--- src/rtl/race_pkg.sv ---
// Shared types and helpers for the dice-race turn sequencer: state encoding,
// colour-to-steps mapping and width helpers for the position/player fields.
package race_pkg;

    typedef enum logic [2:0] {
        S_IDLE  = 3'd0,
        S_ARM   = 3'd1,
        S_ROLL  = 3'd2,
        S_MOVE  = 3'd3,
        S_EVENT = 3'd4,
        S_NEXT  = 3'd5,
        S_WIN   = 3'd6
    } race_state_t;

    localparam int STEP_W = 3;

    function automatic logic [STEP_W-1:0] steps_from_colour(input logic [1:0] colour);
        return {1'b0, colour} + 3'd1;
    endfunction

    function automatic int pos_width(input int board_len);
        return $clog2(board_len);
    endfunction

    function automatic int pid_width(input int num_players);
        return (num_players > 2) ? $clog2(num_players) : 1;
    endfunction

endpackage

--- src/rtl/race_tick_timer.sv ---
// Terminal-count tick counter: counts 0..TICKS-1 while enabled and pulses done
// on the last count, wrapping to 0. clear holds it at 0.
module race_tick_timer #(
    parameter int TICKS = 4
) (
    input  logic clk,
    input  logic reset,
    input  logic clear,
    input  logic enable,
    output logic done
);

    localparam int CW = (TICKS > 1) ? $clog2(TICKS) : 1;
    localparam logic [CW-1:0] LAST = CW'(TICKS - 1);

    logic [CW-1:0] count;

    assign done = enable && !clear && (count == LAST);

    // NOTE: sequential state uses non-blocking assignments so every register
    // in the design samples pre-edge values regardless of block ordering.
    always_ff @(posedge clk) begin
        if (reset || clear) begin
            count <= '0;
        end else if (enable) begin
            count <= done ? '0 : count + CW'(1);
        end
    end

endmodule

--- src/rtl/race_turn_engine.sv ---
// N-player dice-race turn sequencer with animated stepping and event tiles.
// Define RACE_BOUNCE_BACK_EN to require an exact goal hit (overshoot bounces back).
module race_turn_engine
    import race_pkg::*;
#(
    parameter int                   NUM_PLAYERS   = 2,
    parameter int                   BOARD_LEN     = 16,
    parameter int                   MOVE_TICKS    = 25_000_000,
    parameter logic [BOARD_LEN-1:0] EVENT_MASK    = BOARD_LEN'(16'h0410),
    parameter int                   EVENT_BACK    = 2,
    parameter int                   EVENT_TIMEOUT = 250_000_000,
    localparam int                  POS_W         = pos_width(BOARD_LEN),
    localparam int                  PID_W         = pid_width(NUM_PLAYERS)
) (
    input  logic                         clk,
    input  logic                         reset,
    input  logic                         start,
    input  logic                         dice_valid,
    input  logic [1:0]                   dice_value,
    input  logic                         white_stable,
    input  logic                         event_ack,
    output logic [NUM_PLAYERS*POS_W-1:0] pos_flat,
    output logic [PID_W-1:0]             turn,
    output logic                         pos_valid,
    output logic                         turn_done,
    output logic                         winner_valid,
    output logic [PID_W-1:0]             winner_id,
    output logic                         event_active,
    output logic [2:0]                   state_dbg
);

    localparam logic [POS_W-1:0] GOAL     = POS_W'(BOARD_LEN - 1);
    localparam logic [POS_W-1:0] BACK     = POS_W'(EVENT_BACK);
    localparam logic [PID_W-1:0] LAST_PID = PID_W'(NUM_PLAYERS - 1);

    race_state_t       state, state_next;
    logic [POS_W-1:0]  pos_q [NUM_PLAYERS];
    logic [PID_W-1:0]  turn_q;
    logic              armed;
    logic [STEP_W-1:0] steps_left;

    logic              move_run, event_run;
    logic              move_done, event_timeout;
    logic [POS_W-1:0]  cur_pos, step_pos, back_pos;
    logic              last_step, at_goal, win_hit;
    logic              new_game, arm_set, roll_latch, step_en, back_en, advance;
`ifdef RACE_BOUNCE_BACK_EN
    logic              reverse, reverse_set;
`endif

    assign move_run  = (state == S_MOVE);
    assign event_run = (state == S_EVENT);

    race_tick_timer #(.TICKS(MOVE_TICKS)) u_move_timer (
        .clk    (clk),
        .reset  (reset),
        .clear  (!move_run),
        .enable (move_run),
        .done   (move_done)
    );

    race_tick_timer #(.TICKS(EVENT_TIMEOUT)) u_event_timer (
        .clk    (clk),
        .reset  (reset),
        .clear  (!event_run),
        .enable (event_run),
        .done   (event_timeout)
    );

    always_comb begin
        cur_pos   = pos_q[turn_q];
`ifdef RACE_BOUNCE_BACK_EN
        step_pos    = reverse ? cur_pos - POS_W'(1) : cur_pos + POS_W'(1);
        last_step   = (steps_left == STEP_W'(1));
        at_goal     = (step_pos == GOAL);
        win_hit     = at_goal && last_step;
        reverse_set = at_goal && !last_step;
`else
        step_pos  = cur_pos + POS_W'(1);
        last_step = (steps_left == STEP_W'(1));
        at_goal   = (step_pos == GOAL);
        win_hit   = at_goal;
`endif
        back_pos  = (cur_pos > BACK) ? cur_pos - BACK : '0;
    end

    always_ff @(posedge clk) begin
        if (reset) begin
            state <= S_IDLE;
        end else begin
            state <= state_next;
        end
    end

    // NOTE: every output of this block is given a default first, so no path
    // through the case statement can leave a signal unassigned and infer a latch.
    always_comb begin
        state_next = state;
        new_game   = 1'b0;
        arm_set    = 1'b0;
        roll_latch = 1'b0;
        step_en    = 1'b0;
        back_en    = 1'b0;
        advance    = 1'b0;
        unique case (state)
            S_IDLE, S_WIN: begin
                if (start) begin
                    new_game   = 1'b1;
                    state_next = S_ARM;
                end
            end
            S_ARM: begin
                if (armed) begin
                    state_next = S_ROLL;
                end else if (white_stable) begin
                    arm_set = 1'b1;
                end
            end
            S_ROLL: begin
                if (dice_valid) begin
                    roll_latch = 1'b1;
                    state_next = S_MOVE;
                end
            end
            S_MOVE: begin
                if (move_done) begin
                    step_en = 1'b1;
                    if (win_hit) begin
                        state_next = S_WIN;
                    end else if (last_step) begin
                        state_next = EVENT_MASK[step_pos] ? S_EVENT : S_NEXT;
                    end
                end
            end
            S_EVENT: begin
                if (event_ack || event_timeout) begin
                    back_en    = 1'b1;
                    state_next = S_NEXT;
                end
            end
            S_NEXT: begin
                advance    = 1'b1;
                state_next = S_ARM;
            end
            default: state_next = S_IDLE;
        endcase
    end

    // NOTE: the position bank is a handful of flops that must read 0 after
    // reset, so it is reset like any other register rather than left as memory.
    always_ff @(posedge clk) begin
        if (reset) begin
            for (int p = 0; p < NUM_PLAYERS; p++) pos_q[p] <= '0;
            turn_q     <= '0;
            armed      <= 1'b0;
            steps_left <= '0;
            pos_valid  <= 1'b0;
            turn_done  <= 1'b0;
        end else begin
            pos_valid <= step_en || back_en;
            turn_done <= advance;
            if (new_game) begin
                for (int p = 0; p < NUM_PLAYERS; p++) pos_q[p] <= '0;
                turn_q <= '0;
                armed  <= 1'b0;
            end
            if (arm_set) armed <= 1'b1;
            if (roll_latch) steps_left <= steps_from_colour(dice_value);
            if (step_en) begin
                pos_q[turn_q] <= step_pos;
                steps_left    <= steps_left - STEP_W'(1);
            end
            if (back_en) pos_q[turn_q] <= back_pos;
            if (advance) begin
                turn_q <= (turn_q == LAST_PID) ? '0 : turn_q + PID_W'(1);
                armed  <= 1'b0;
            end
        end
    end

`ifdef RACE_BOUNCE_BACK_EN
    // Direction restarts forward on every roll; it flips once the goal is passed through.
    always_ff @(posedge clk) begin
        if (reset || roll_latch) begin
            reverse <= 1'b0;
        end else if (step_en && reverse_set) begin
            reverse <= 1'b1;
        end
    end
`endif

    for (genvar p = 0; p < NUM_PLAYERS; p++) begin : g_pos
        assign pos_flat[p*POS_W +: POS_W] = pos_q[p];
    end

    assign turn         = turn_q;
    assign event_active = event_run;
    assign winner_valid = (state == S_WIN);
    assign winner_id    = winner_valid ? turn_q : '0;
    assign state_dbg    = state;

endmodule

--- config.mk ---
export PLATFORM = sky130hd
export DESIGN_NAME = race_turn_engine
export DESIGN_NICKNAME = d
export VERILOG_FILES = /design/src/rtl/race_pkg.sv /design/src/rtl/race_tick_timer.sv /design/src/rtl/race_turn_engine.sv
export SDC_FILE = /design/constraint.sdc
export NUM_CORES = 1
export LEC_CHECK = 0
export ABC_AREA = 1
export CAP_MARGIN = 25
export CORE_MARGIN = 5
export CORE_UTILIZATION = 64
export DETAILED_ROUTE_END_ITERATION = 6
export GPL_TIMING_DRIVEN = 0
export PLACE_DENSITY = 0.85
export SYNTH_ARGS = -nofsm -noshare
export SYNTH_HDL_FRONTEND = slang
export SYNTH_SLANG_ARGS = --single-unit
--- constraint.sdc ---
create_clock -name clk -period 6.8 [get_ports clk]
set_input_delay 1.36 -clock clk [delete_from_list [all_inputs] [get_ports clk]]
set_output_delay 1.36 -clock clk [all_outputs]
set_load 0.005 [all_outputs]
* After elaboration in Yosys (flattened, before gate mapping)
Memories as Yosys holds them, arrays and structs flattened. A register that Yosys moved wholly into a read port is not among the register bits.
Index checks and enable logic that the tools add are counted.
** Storage, ports and cells
- Register bits :: 63
- Bits in latches :: 0
- RAM bits :: 8
- Memory bits (read-only) :: 16
- Input bits :: 8
- Output and inout port bits :: 17
- Logic and storage cells :: 105
- Memories :: 2
** Operators by class
- Add/sub/neg operators :: 7
- $mul :: 0
- Divide/modulo/power cells :: 0
- $lt $le $gt $ge :: 2
- Equality and inequality tests :: 16
- Shift operators :: 0
- Multiplexer cells :: 51
- Bitwise logic cells :: 3
- Reduce and logical (&&, ||, !) cells :: 16
** Memory list
- (name not given) :: words 16, width 1, read ports 1, clocked after memory_dff 0, write ports 0, line race_turn_engine.sv:131 : state_next = EVENT_MASK[step_pos] ? S_EVENT : S_NEXT;
- pos_q :: words 2, width 4, read ports 3, clocked after memory_dff 1, write ports 2, line race_turn_engine.sv:37 : logic [POS_W-1:0] pos_q [NUM_PLAYERS];
** Operators with widths (number)
- 1-bit 2-to-1 mux :: 34
- 28-bit by 1-bit adder with 28-bit output, second input constant :: 1
- 28-bit equality test, second input constant :: 1
- 28-bit 2-to-1 mux :: 1
- 3-bit 2-to-1 mux :: 9
- 25-bit by 1-bit adder with 25-bit output, second input constant :: 1
- 25-bit equality test, second input constant :: 1
- 25-bit 2-to-1 mux :: 1
- 4-bit 2-to-1 mux :: 5
- 3-bit one-hot mux with 6 select lines :: 1
- 3-bit equality test, second input constant :: 3
- 3-bit by 1-bit equality test with 1-bit output, second input constant :: 2
- 3-bit by 2-bit equality test with 1-bit output, second input constant :: 2
- 2-bit inequality test, second input constant :: 3
- 6-bit AND reduction :: 1
- 2-bit nonzero test :: 3
- 4-bit by 5-bit < comparator with 1-bit output, second input constant :: 1
- 4-bit by 1-bit adder with 4-bit output, second input constant :: 1
- 4-bit equality test, second input constant :: 1
- 4-bit by 2-bit greater-than comparator with 1-bit output, second input constant :: 1
- 1-bit logical OR :: 4
- 2-bit by 1-bit inequality test with 1-bit output, second input constant :: 2
- 2-bit OR reduction :: 2
- 4-bit OR reduction :: 1
- 9 further kinds :: 13

* Logic depth before layout (Yosys ltp)
- Depth after elaboration :: 11
- Gate-level depth with buffers :: 14
- Depth with buffers taken out :: 14

* Modules after synthesis
From an unflattened synthesis, not the netlist that was laid out.
** Unflattened totals
- Cell total of the unflattened synthesis :: 663
- Area, all modules :: 4556.9 µm²
** Modules (own cells, without submodules)
- race_tick_timer at u_event_timer :: instances 1, cells each 245, area each 1659.1 µm², seq. area each 560.5 µm²
- race_tick_timer at u_move_timer :: instances 1, cells each 233, area each 1510.2 µm², seq. area each 500.5 µm²
- race_turn_engine :: instances 1, cells each 185, area each 1387.6 µm², seq. area each 460.4 µm²

* Worst setup path before layout
Ideal clock, no wire load.
- Kind :: input port to flip-flop
- Start :: input port reset
- End :: memory pos_q[0][0] (netlist bit) (enable)
- Setup time :: 0.265 ns
- Data arrival time :: 2.262 ns
- Data required time :: 6.535 ns
- Slack :: 4.273 ns
- Cell stages on the path :: 6
- Path buffers :: 1
- Path through :: clkbuf_1 nor2_4 nand2_4 o21ai_4 nand2_4 nand2_1
** RTL lines
- start, declared :: line race_turn_engine.sv:16 : input logic reset,
- end, declared :: line race_turn_engine.sv:37

* Worst setup path in the final report
- Start :: register state[2], in the netlist state_dbg[2]
- End :: output port winner_id
** Between the ends
- Word-level cells in the longest chain between the ends :: 2
** Ends and longest elaborated chain
- start, declared :: line race_turn_engine.sv:36 : race_state_t state, state_next;
- start signal, assigned :: line race_turn_engine.sv:91 : state <= state_next;
- 3-bit equality test :: line race_turn_engine.sv:198 : assign winner_valid = (state == S_WIN);
- 1-bit 2-to-1 mux :: line race_turn_engine.sv:199 : assign winner_id = winner_valid ? turn_q : '0;
- end, declared :: line race_turn_engine.sv:27 : output logic [PID_W-1:0] winner_id,
Every way passes these cells.

==> results.json <==
{
  "grt-ovfl-total": 0,
  "die_area_um2": 8127,
  "grt.busiest_layer": "met2",
  "setup_tns_ns": 0,
  "routabilityCongestion": 0.8996,
  "met3_usage": 0.06928,
  "grt_use_met2": 0.3902,
  "syn2layout_area_growth_pct": 13.66,
  "grt_use_met1": 0.2796,
  "fillerInstances": 493,
  "final_antenna_net_count": 0,
  "worstPathArrival_ns": 1.87,
  "finalCriticalPeriod_ns": 3.229,
  "cts.sinks": 72,
  "antenna_found_initial": 0,
  "num_antenna_cells": 0,
  "grt_pass1_wl_um": 15690,
  "fp-row-count": 29,
  "die_y_um": 90.15,
  "status": "finished clean",
  "clock.fmax_ghz": 0.3097,
  "yosysTopAreaCell": "dfxtp_1",
  "yosys_warnings": 0,
  "clockRootBuffer": "clkbuf_8",
  "wl_per_cell_um": 12.77,
  "syn_nets": 609,
  "tightestPinTransition_ns": 0.7206,
  "finalCritPeriodShare": 0.4748,
  "drtPass1Iterations": 5,
  "synthArstFlopShare": 0,
  "synth-seq-cells": 72,
  "synth_top_area_frac": 0.3116,
  "cts_tree": "yes",
  "drtIter0Drc": 288,
  "reg2regPathDepth": 14,
  "globalRouteTotalUtil": 0.2292,
  "drc": 0,
  "synth_edf_count": 8,
  "relSlewSlack": 0.5196,
  "synth.distinct_cells": 41,
  "start_kind": "flip-flop",
  "maxCapViolations": 0,
  "holdBufCountCts": 0,
  "drive_gt1_frac": 0.1065,
  "start_util": 0.6512,
  "critPathRequiredTime_ns": 5.44,
  "vias": 3803,
  "core_area_um2": 6314,
  "p_leak_nw": 1.814,
  "crit_path_start": "state_dbg[2]",
  "setup_viol": 0,
  "clock_path_buffers": 2,
  "synth_cells": 590,
  "multi_input_area_um2": 2197,
  "synth.avg_cell_area_um2": 6.969,
  "clkSlewWorstSetupHoldPaths_ns": 0.07,
  "via_per_inst": 5.387,
  "post_dp_cell_area_um2": 4438,
  "htreeDepth": 3,
  "cp-endpoint": "winner_id",
  "power.density_nw_per_um2": 260.1,
  "postCtsSetupRepairBufs": 0,
  "critical_path_class": "reg2out",
  "ir_drop_mv": 0.1892,
  "grt_pass1_vias": 3627,
  "grt_start_max_net_pins": 13,
  "end_kind": "output pin",
  "routed_wl_um": 9018,
  "ff_latch_area_um2": 1521,
  "rsz0062_at_grt": "false",
  "synth.cell_area_um2": 4111,
  "ys.flop_type": "dfxtp_1",
  "seq_area_frac_synth": 0.3701,
  "portBuffers": 23,
  "die_w_um": 90.15,
  "final_hold_viol_count": 0,
  "cts_buffers": 9,
  "synthTopCellsByArea": "dfxtp_1 31%, nand2_1 13%, nor2_1 7.9%",
  "fin_skew_ns": 0.005513,
  "crit_fanout": 7,
  "r2r_end": "state_dbg[1]",
  "cts_resized": 0,
  "r2r_setup_slack_ns": 4.17,
  "fin_nets": 643,
  "clock_latency_ns": 0.35,
  "hpwl_um": 6693,
  "fin_area_um2": 4673,
  "slew_violations": 0,
  "hold_class": "reg2reg",
  "io_pins": 25
}
==> cells in the final DEF, fill, tap and decap left out, types with 11 or more instances in the layout <==
| cell type | count |
|---|---|
| nor3_1 | 14 |
| o21ai_0 | 15 |
| clkdlybuf4s50_1 | 23 |
| nand3_1 | 32 |
| nor2_4 | 11 |
| ha_1 | 11 |
| nand2_1 | 139 |
| a21oi_1 | 31 |
| inv_1 | 84 |
| nor2_1 | 87 |
| dfxtp_1 | 64 |
| nand4_1 | 13 |
==> sequential cells by signal, indices dropped and copies added (netlist names), named ones only <==
signal and count:
steps_left 3, state_dbg 3, turn 1, armed 1, turn_done 1, pos_valid 1, u_event_timer.count 28, pos_q 8
u_move_timer.count 25
==> Yosys cell counts, types with 3 or more instances <==
cell	instances
nor3b_1	4
o21ai_1	8
dfxtp_1	64
o21ai_0	15
xnor2_1	6
nor2_4	11
nand4_1	13
nand2_2	7
inv_2	8
ha_1	11
nor3_1	14
inv_1	84
a211oi_1	4
nand3_1	32
nand2_1	139
nor2_2	5
nor2_1	87
buf_6	3
a21oi_1	31
edfxtp_1	8
nor4_1	4
nand3_2	4
nand2_4	4
==> cell type report <==
| class | count | area share |
|---|---|---|
| Timing Repair Buffer | 23 | 0.04926 |
| Tap cell | 77 | 0.02062 |
| Clock buffer | 10 | 0.02731 |
| Buffer | 6 | 0.01017 |
| Clock inverter | 6 | 0.02303 |
| Sequential cell | 72 | 0.3256 |
| Multi-Input combinational cell | 420 | 0.4701 |
| Inverter | 92 | 0.07390 |
==> worst min-delay path by stage <==
stage / start / endpoint / cells after the start / slack, ns
finish: u_event_timer.count[0] / u_event_timer.count[0] / 1 / 0.48
global route: u_event_timer.count[18] / u_event_timer.count[18] / 2 / 0.50
CTS: u_move_timer.count[12] / u_move_timer.count[12] / 2 / 0.47
detailed placement: u_move_timer.count[12] / u_move_timer.count[12] / 2 / 0.46
global placement: u_event_timer.count[0] / u_event_timer.count[0] / 1 / 0.45
floorplan: u_event_timer.count[0] / u_event_timer.count[0] / 1 / 0.43
==> power breakdown <==
group	internal (mW)	switching [mW]
Combinational	0.127	0.204
Sequential	0.456	0.0216
Clock	0.243	0.164
Total	0.825	0.390
==> cell families after synthesis <==
group,count (synthesis),synth area share
and+or+nand+nor,333,0.3880
AOI/OAI and AO/OA,68,0.09586
adders and majority gates,11,0.03347
xor gates and xnor gates,8,0.01704
DFF,72,0.3701
buffers and inverters,98,0.09556
==> through the flow <==
step | hold WS, ns | total power [mW] | util | cells | setup WS (ns)
final | 0.4768 | 1.215 | 0.7402 | 706 | 3.571
after global routing | 0.4987 | 1.284 | 0.7402 | 706 | 3.485
after CTS | 0.4743 | 1.219 | 0.7402 | 706 | 3.559
after detailed placement | 0.4625 | 0.8142 | 0.7029 | 690 | 3.946
after global placement | 0.4457 | 0.8006 | 0.7029 | 690 | 3.992
after floorplan | 0.4300 | 0.7124 | - | 590 | 4.273
==> critical path: stages (launching register included) <==
cell and delay (ns):
dfxtp_1 0.55, inv_2 0.10, nor4_1 0.31, clkdlybuf4s50_1 0.56
==> layer usage <==
| metal | wire length, µm | vias up |
|---|---|---|
| met3 | 496 | 12 |
| met2 | 4424 | 88 |
| met5 | 0 | - |
| met1 | 4010 | 1749 |
| met4 | 87 | 0 |
| li1 | - | 1954 |
(Power assumes the default switching activity.)
